`src/rtl/uart_pkg.sv`:
```
// Shared types and defaults for the UART receive buffer.
// Build option: UART_RX_FIFO_THR_IRQ_EN adds the fill-threshold IRQ.
package uart_pkg;

  localparam int RX_DATA_W   = 8;
  localparam int RX_ERR_W    = 2;
  localparam int RX_DEPTH    = 16;
  localparam int RX_RTS_HIGH = RX_DEPTH - 2;
  localparam int RX_RTS_LOW  = RX_DEPTH / 2;

  typedef struct packed {
    logic                 frame_err;
    logic                 parity_err;
    logic [RX_DATA_W-1:0] data;
  } rx_entry_t;

  localparam int RX_ENT_W = $bits(rx_entry_t);

endpackage

```
`src/rtl/uart_rx_fifo_mem.sv`:
```
// Receive FIFO storage: synchronous write, combinational read.
// Storage is deliberately not reset.
module uart_rx_fifo_mem
  import uart_pkg::*;
#(
  parameter int DEPTH = RX_DEPTH,
  localparam int AW   = $clog2(DEPTH)
) (
  input  logic                clk,
  input  logic                we_i,
  input  logic [AW-1:0]       waddr_i,
  input  logic [RX_ENT_W-1:0] wdata_i,
  input  logic [AW-1:0]       raddr_i,
  output logic [RX_ENT_W-1:0] rdata_o
);

  rx_entry_t mem_q [DEPTH];

  always_ff @(posedge clk) begin
    if (we_i) begin
      mem_q[waddr_i] <= rx_entry_t'(wdata_i);
    end
  end

  assign rdata_o = mem_q[raddr_i];

endmodule

```
`src/rtl/uart_rx_fifo.sv`:
```
// UART receive FWFT FIFO with RTS hysteresis and overrun flag.
// Build option: UART_RX_FIFO_THR_IRQ_EN adds thr_level_i/thr_irq_o.
module uart_rx_fifo
  import uart_pkg::*;
#(
  parameter int DATA_WIDTH = RX_DATA_W,
  parameter int DEPTH      = RX_DEPTH,
  parameter int RTS_HIGH   = DEPTH - 2,
  parameter int RTS_LOW    = DEPTH / 2
) (
  input  logic                    clk,
  input  logic                    reset_n,
  input  logic                    clr_i,
  input  logic [DATA_WIDTH-1:0]   data_i,
  input  logic                    parity_err_i,
  input  logic                    frame_err_i,
  input  logic                    data_valid_i,
  input  logic                    rd_en_i,
  output logic [DATA_WIDTH-1:0]   rd_data_o,
  output logic [1:0]              rd_err_o,
  output logic                    empty_o,
  output logic                    full_o,
  output logic [$clog2(DEPTH):0]  count_o,
  output logic                    overrun_o,
  input  logic                    ovr_clr_i,
  output logic                    rts_no
`ifdef UART_RX_FIFO_THR_IRQ_EN
  ,
  input  logic [$clog2(DEPTH):0]  thr_level_i,
  output logic                    thr_irq_o
`endif
);

  localparam int AW = $clog2(DEPTH);
  localparam int CW = AW + 1;

  logic          dv_q;
  logic [CW-1:0] wr_ptr_q, wr_ptr_d;
  logic [CW-1:0] rd_ptr_q, rd_ptr_d;
  logic [CW-1:0] count_d;
  logic          rts_q, rts_d;
  logic          ovr_q, ovr_d;
  rx_entry_t     hold_q, hold_d;
  rx_entry_t     head, wr_ent;
  logic          empty, full;
  logic          push_ev, push_ok, pop, ovr_set;

  assign empty = (wr_ptr_q == rd_ptr_q);
  assign full  = (wr_ptr_q[AW-1:0] == rd_ptr_q[AW-1:0])
              && (wr_ptr_q[AW] != rd_ptr_q[AW]);

  assign push_ev = data_valid_i & ~dv_q;
  assign pop     = rd_en_i & ~empty;
  // A pop frees the slot, so a push into a full FIFO still lands.
  assign push_ok = push_ev & (~full | pop);
  assign ovr_set = push_ev & full & ~pop;

  assign wr_ent.frame_err  = frame_err_i;
  assign wr_ent.parity_err = parity_err_i;
  assign wr_ent.data       = data_i;

  uart_rx_fifo_mem #(
    .DEPTH (DEPTH)
  ) u_mem (
    .clk     (clk),
    .we_i    (push_ok & ~clr_i),
    .waddr_i (wr_ptr_q[AW-1:0]),
    .wdata_i (wr_ent),
    .raddr_i (rd_ptr_q[AW-1:0]),
    .rdata_o (head)
  );

  always_comb begin
    wr_ptr_d = wr_ptr_q;
    rd_ptr_d = rd_ptr_q;
    ovr_d    = ovr_q;
    rts_d    = rts_q;
    hold_d   = empty ? hold_q : head;
    if (clr_i) begin
      wr_ptr_d = '0;
      rd_ptr_d = '0;
      ovr_d    = 1'b0;
    end else begin
      if (push_ok) wr_ptr_d = wr_ptr_q + CW'(1);
      if (pop)     rd_ptr_d = rd_ptr_q + CW'(1);
      if (ovr_set)        ovr_d = 1'b1;
      else if (ovr_clr_i) ovr_d = 1'b0;
    end
    count_d = wr_ptr_d - rd_ptr_d;
    if (clr_i)                        rts_d = 1'b0;
    else if (count_d >= CW'(RTS_HIGH)) rts_d = 1'b1;
    else if (count_d <= CW'(RTS_LOW))  rts_d = 1'b0;
  end

  always_ff @(posedge clk or negedge reset_n) begin
    if (!reset_n) begin
      dv_q     <= 1'b0;
      wr_ptr_q <= '0;
      rd_ptr_q <= '0;
      ovr_q    <= 1'b0;
      rts_q    <= 1'b0;
      hold_q   <= '0;
    end else begin
      dv_q     <= data_valid_i;
      wr_ptr_q <= wr_ptr_d;
      rd_ptr_q <= rd_ptr_d;
      ovr_q    <= ovr_d;
      rts_q    <= rts_d;
      hold_q   <= hold_d;
    end
  end

`ifdef UART_RX_FIFO_THR_IRQ_EN
  logic thr_q, thr_d;

  always_comb begin
    thr_d = 1'b0;
    if (!clr_i && thr_level_i != '0) begin
      thr_d = (count_d >= thr_level_i);
    end
  end

  always_ff @(posedge clk or negedge reset_n) begin
    if (!reset_n) thr_q <= 1'b0;
    else          thr_q <= thr_d;
  end

  assign thr_irq_o = thr_q;
`endif

  // While empty, outputs hold the last head seen.
  assign rd_data_o = empty ? hold_q.data : head.data;
  assign rd_err_o  = empty ? {hold_q.frame_err, hold_q.parity_err}
                           : {head.frame_err, head.parity_err};
  assign empty_o   = empty;
  assign full_o    = full;
  assign count_o   = wr_ptr_q - rd_ptr_q;
  assign overrun_o = ovr_q;
  assign rts_no    = rts_q;

endmodule

```
`config.mk`:
```
export PLATFORM = sky130hd
export DESIGN_NAME = uart_rx_fifo
export DESIGN_NICKNAME = d
export VERILOG_FILES = /design/src/rtl/uart_pkg.sv /design/src/rtl/uart_rx_fifo_mem.sv /design/src/rtl/uart_rx_fifo.sv
export SDC_FILE = /design/constraint.sdc
export NUM_CORES = 1
export LEC_CHECK = 0
export ABC_AREA = 1
export ABC_CLOCK_PERIOD_IN_PS = 3200
export BUFFER_PORTS_ARGS = -buffer_cell sky130_fd_sc_hd__buf_4
export CORE_MARGIN = 2
export CORE_UTILIZATION = 55
export DETAILED_ROUTE_END_ITERATION = 12
export GPL_TIMING_DRIVEN = 0
export PLACE_DENSITY = 0.75
export SYNTH_ARGS = -nofsm -noshare
export SYNTH_HDL_FRONTEND = slang
export SYNTH_SLANG_ARGS = --single-unit
```
`constraint.sdc`:
```
create_clock -name clk -period 3.2 [get_ports clk]
set_input_delay 0.64 -clock clk [delete_from_list [all_inputs] [get_ports clk]]
set_output_delay 0.64 -clock clk [all_outputs]
set_load 0.05 [all_outputs]
```
### Yosys cells after proc, flatten, opt, wreduce, memory -nomap -nowiden

Memories as Yosys holds them, arrays and structs flattened.
Index checks and enable logic that the tools add are counted.

| word-level totals | value |
|---|---|
| register bits | 23 |
| RAM bits | 160 |
| output and inout port bits | 19 |
| logic and storage cells | 47 |
| memories kept | 1 |

| operators by class | value |
|---|---|
| add/sub/neg operators | 4 |
| order comparisons | 2 |
| equal/unequal tests | 3 |
| muxes and demuxes | 14 |
| bitwise logic cells | 12 |
| reductions and logical operators | 3 |

Memory list:

| memory | depth | width | rd ports | clocked after Yosys merged registers in | wr ports | line | source |
|---|---|---|---|---|---|---|---|
| u_mem.mem_q | 16 | 10 | 1 | 0 | 1 | uart_rx_fifo_mem.sv:17 | `rx_entry_t mem_q [DEPTH];` |

Operators with widths:

| cell | number |
|---|---|
| 5-bit 2-to-1 mux | 4 |
| 5-bit by 1-bit adder with 5-bit output (second input constant) | 2 |
| 5-bit subtractor | 2 |
| 1-bit 2-to-1 mux | 8 |
| 8-bit 2-to-1 mux | 1 |
| 1-bit AND | 6 |
| 3-bit nonzero test | 2 |
| 5-bit equality test | 1 |
| 5-bit by 4-bit >= comparator with 1-bit output (second input constant) | 1 |
| 5-bit by 4-bit <= comparator with 1-bit output (second input constant) | 1 |
| 1-bit NOT | 5 |
| 4-bit equality test | 1 |
| 2-bit 2-to-1 mux | 1 |
| 1-bit logical AND | 1 |
| 1-bit inequality test | 1 |
| 1-bit OR | 1 |

### Logic depth before layout (Yosys ltp)

| logic depth | value |
|---|---|
| word-level depth | 12 |
| mapped depth | 21 |
| mapped depth without buffers | 20 |

### Hierarchy

A second synthesis with hierarchy kept.

| unflattened totals | value |
|---|---|
| cells, all modules | 870 |
| area, all modules | 8,511.9 um^2 |

By module, submodules not included:

| module | instances | cells each | area an instance (um^2) |
|---|---|---|---|
| uart_rx_fifo_mem | 1 | 672 | 6,971.7 |
| uart_rx_fifo | 1 | 198 | 1,540.2 |

### Worst setup path after synthesis

Ideal clock, no wire load.

| timing path | value |
|---|---|
| kind | register -> output |
| start point | register rd_ptr_q[1] |
| end point | output port rd_data_o[2] |
| arrival | 3.072 ns |
| required time | 2.560 ns |
| setup slack | -0.512 ns |
| cell stages (with the launch flop) | 11 |
| path buffers | 2 |
| cell sequence | dfrtp_1 inv_1 clkbuf_1 ha_1 nand2_1 nor2_4 nand2_4 inv_1 clkbuf_1 a21oi_1 a31oi_1 |

| between the ends | value |
|---|---|
| word-level cells in the longest chain between the ends | 2 |
| elaborated cells on any way between the ends | 3 |
| those cells by class | eq/ne: 1; mux: 1; memory: 1 |

Ends and longest elaborated chain:

| item | line | source |
|---|---|---|
| from (decl) | uart_rx_fifo.sv:39 | `logic [CW-1:0] rd_ptr_q, rd_ptr_d;` |
| from (signal assigned) | uart_rx_fifo.sv:106 | `rd_ptr_q <= rd_ptr_d;` |
| 5-bit equality test | uart_rx_fifo.sv:48 | `assign empty = (wr_ptr_q == rd_ptr_q);` |
| via empty_o | uart_rx_fifo.sv:21 | `output logic empty_o,` |
| 8-bit 2-to-1 mux | uart_rx_fifo.sv:132 | `assign rd_data_o = empty ? hold_q.data : head.data;` |
| to (decl) | uart_rx_fifo.sv:19 | `output logic [DATA_WIDTH-1:0] rd_data_o,` |

The timed path passes the listed nets, and every way through them passes these cells.

### Final worst setup path

| timing path | value |
|---|---|
| start point | register rd_ptr_q[2] |
| end point | output port rd_data_o[1] |

| between the ends | value |
|---|---|
| word-level cells in the longest chain between the ends | 2 |
| elaborated cells on any way between the ends | 3 |
| those cells by class | eq/ne: 1; mux: 1; memory: 1 |

Ends and longest elaborated chain:

| item | line |
|---|---|
| memory 16 x 10 bit or 5-bit equality test (tied branches) | n/a |
| 8-bit 2-to-1 mux * | uart_rx_fifo.sv:132 |

Mark *: on every way between the ends. The rest lies on a longest branch, timed or not.

==> metrics <==
status=complete, no violations; Relative slew margins=between 20% and 30%; initial core utilization=a little under three fifths; HPWL Detailed=12400 um; worst stage delay on the critical path=0.39 ns; count of warnings emitted by yosys=0; initial antenna violation count=0; cells after synthesis=approximately 640; clk buf depth=2; Mapped Area=around 7700 um^2; Final Setup Violations=0; Antenna Nets Post-Route=0; Top Ports=35; critical path arrival=approximately 2.5 ns; Commonest cells post-synth=edfxtp_1 (160), nor2_1 (128), o21ai_0 (84); Worst setup SP type=flop; Nets=roughly 740; total number of vias=between 5000 and 6000; cell taking the most area after synthesis=edfxtp_1; critical path class=flop to output pin; CTS tree=built; first-pass GRT wire length=a little under 30000 um; # Max-Cap Violations=0; Die Height=approximately 120 um; Pwr Total=~7 mW; CTS HTree Levels=4; Buffers on Ports=33; core area=13800 um^2; CP Capture Type=output pin; drt drc=0; vias in the first global route=between 5000 and 6000; Die ar.=14900 um^2; Tcrit/Tclk final=98.3%; fmax=about 320 MHz; FF/Latch Area=around 5400 um^2; CTS Buf Count=17; Vias/cell=about 6; Initial DRC Count=slightly below 600; Syn Area/Cell=11.9 um^2; diode count=0; cts hold-fix bufs=0; Pwr Density=763 nW/um^2; CP max stage cell=dfrtp_1; max-slew violation count=0; Leakage=about 3.3 nW; Tmin final=3.14 ns; top-count cell post-synth=edfxtp_1; synth unique cells=28; clock root cell=clkbuf_16; CTS Sinks=roughly 180; Synth Net Count=between 600 and 700; largest net degree at the start of global routing=24; Die X=122 um; sequential-to-total area share from yosys stat=70.0%; Global Route Usage Sum=a little over a quarter; final WL=just under 20000 um; CP required=2.56 ns; Yosys reg bits=183; synth-to-layout area growth=19.8%; Finished Cell Area=approximately 9200 um^2; worst-path maximum fanout=10; Post-synth EDFFs=160; First-pass DRT Iterations=6; critical-path cell list=inv_2, clkbuf_8, ha_4, nand2_2, nor2_4, nand2_4, inv_2, clkbuf_8, a21oi_1, a31oi_2, buf_6; layout cells sized above 1=~20%; layout filler cell count=986; Placed Cells=approximately 860; Clock transition at path regs=0.06 ns; worst path buffer plus inverter count=5; FP Rows=43; Max VDD drop=about 0.00042 V; asr flop ratio synth=roughly 13%; Fin. Hold Viols=0; area of the multi-input gates=between 2000 and 2500 um^2; prevailing post-synth register cell=edfxtp_1; Cell Area, Placed=8220 um^2; Hold WC Path Type=input pin to async pin; Top Family by Delay on Critical Path=buffers and inverters; dominant cells by area after synthesis=edfxtp_1 (63%), dfrtp_1 (7.5%), nor2_1 (6.3%), o21ai_0 (5.5%), o22ai_1 (2.4%); RSZ-0062 raised after global routing=true; routed length per instance=21.9 um; Synth top area share=62.5%; Post-Route Skew=between 0.008 and 0.009 ns; global placer's final weighted congestion=between 0.8 and 0.9; remaining global-route overflow=0; non-filler cells, final=between 800 and 900; post-layout util=between 60% and 70%; worst skew pair latency=approximately 0.44 ns; Worst Max-Slew Pin Slew=approximately 1.1 ns
## final cells by class
class                      instances  share of cell area [%]
buffer                            33                    2.45
clock buffer                      23                    4.86
clock inverter                     9                    1.40
inverter                          36                    1.47
multi-input combinational        392                    25.1
sequential                       183                    58.4
tap                              180                    2.45
timing repair buffer              42                    3.83
## sequential cells by signal, summed over array words and instances, names as in the netlist
name / count
overrun_o: 1
dv_q: 1
rd_ptr_q: 5
wr_ptr_q: 5
hold_q: 10
rts_no: 1
u_mem.mem_q: 160
## per-stage QoR
stage               hold slack (ns)  setup WS (ns)  setup TNS (ns)
CTS                           0.110        0.00167               0
detailed placement            0.548         -0.618          -44.23
finish                        0.102         0.0555               0
global placement              0.526         -0.471          -33.01
floorplan                     0.344         0.0410               0
global route                  0.117        -0.0615         -0.0966
## power breakdown
part           leakage, nW  internal (mW)  switching, mW
clock                0.275           1.22          0.843
combinational         1.29          0.753           1.49
sequential            1.72           2.68         0.0336
total                 3.28           4.66           2.37
## cell families after synthesis
| family | after synthesis | share of synthesized area [%] |
|---|---|---|
| DFF | 183 | 70.0 |
| and+or+nand+nor | 217 | 11.9 |
| adders and majority gates | 15 | 2.64 |
| buffers and inverters | 69 | 3.48 |
| AOI/OAI and AO/OA | 153 | 11.1 |
| xor gates and xnor gates | 7 | 0.798 |
## per-layer routing
layer,vias up,track usage (%),share of wire [%]
li1,2438,-,-
met1,2674,36.3,39
met2,315,43.5,49
met3,44,5.72,8.4
met4,0,13.0,3.5
met5,-,0,0
## cells in the final DEF, fill, tap and decap left out, drive strengths merged, types with 3 or more instances in the layout
master | Yosys | final
nand2 | 55 | 55
inv | 36 | 36
dfrtp | 23 | 23
edfxtp | 160 | 160
buf | 8 | 53
ha | 13 | 13
bufinv | 0 | 3
o21ai | 84 | 84
xor2 | 5 | 5
clkinv | 0 | 4
o221ai | 10 | 10
clkbuf | 25 | 45
a31oi | 12 | 12
nand3 | 15 | 15
nor3 | 13 | 13
a21oi | 17 | 17
nor2 | 131 | 131
o22ai | 30 | 30
## timing repair
action                                  4_1_cts  5_1_grt
endpoints found under the setup margin      174       41
endpoints found under the hold margin         0        0
buffers inserted                              4        5
gates resized for setup                      43       58
pin swaps                                     6       10
## worst reg2reg max path, stage by stage (launching register included)
cell	delay (ns)
dfrtp_1	0.39
inv_2	0.09
clkbuf_8	0.15
ha_4	0.28
nand2_2	0.07
nor2_4	0.17
nand3_4	0.11
nand2_4	0.10
nor2_1	0.07
nor3_2	0.17
inv_1	0.09
ha_2	0.21
fa_2	0.40
nor2_2	0.13
nand3_1	0.10
nand2_1	0.08
nand2_1	0.05
nand2_1	0.06
nand3_1	0.07
nand2_1	0.08
inv_1	0.05
## worst paths after layout
path                       slack (ns)      endpoint  depth (start not counted)          from
setup / recovery                 0.06  rd_data_o[1]                         11   rd_ptr_q[2]
hold / removal                   0.10     overrun_o                          1       reset_n
setup reg to reg                 0.18        rts_no                         20   rd_ptr_q[2]
hold reg to reg                  0.57     overrun_o                          2     overrun_o
max in group asynchronous        2.82   rd_ptr_q[1]                          1       reset_n
min in group clk                 0.32          dv_q                          1  data_valid_i
No activity file was read; power rests on OpenSTA's default activity.
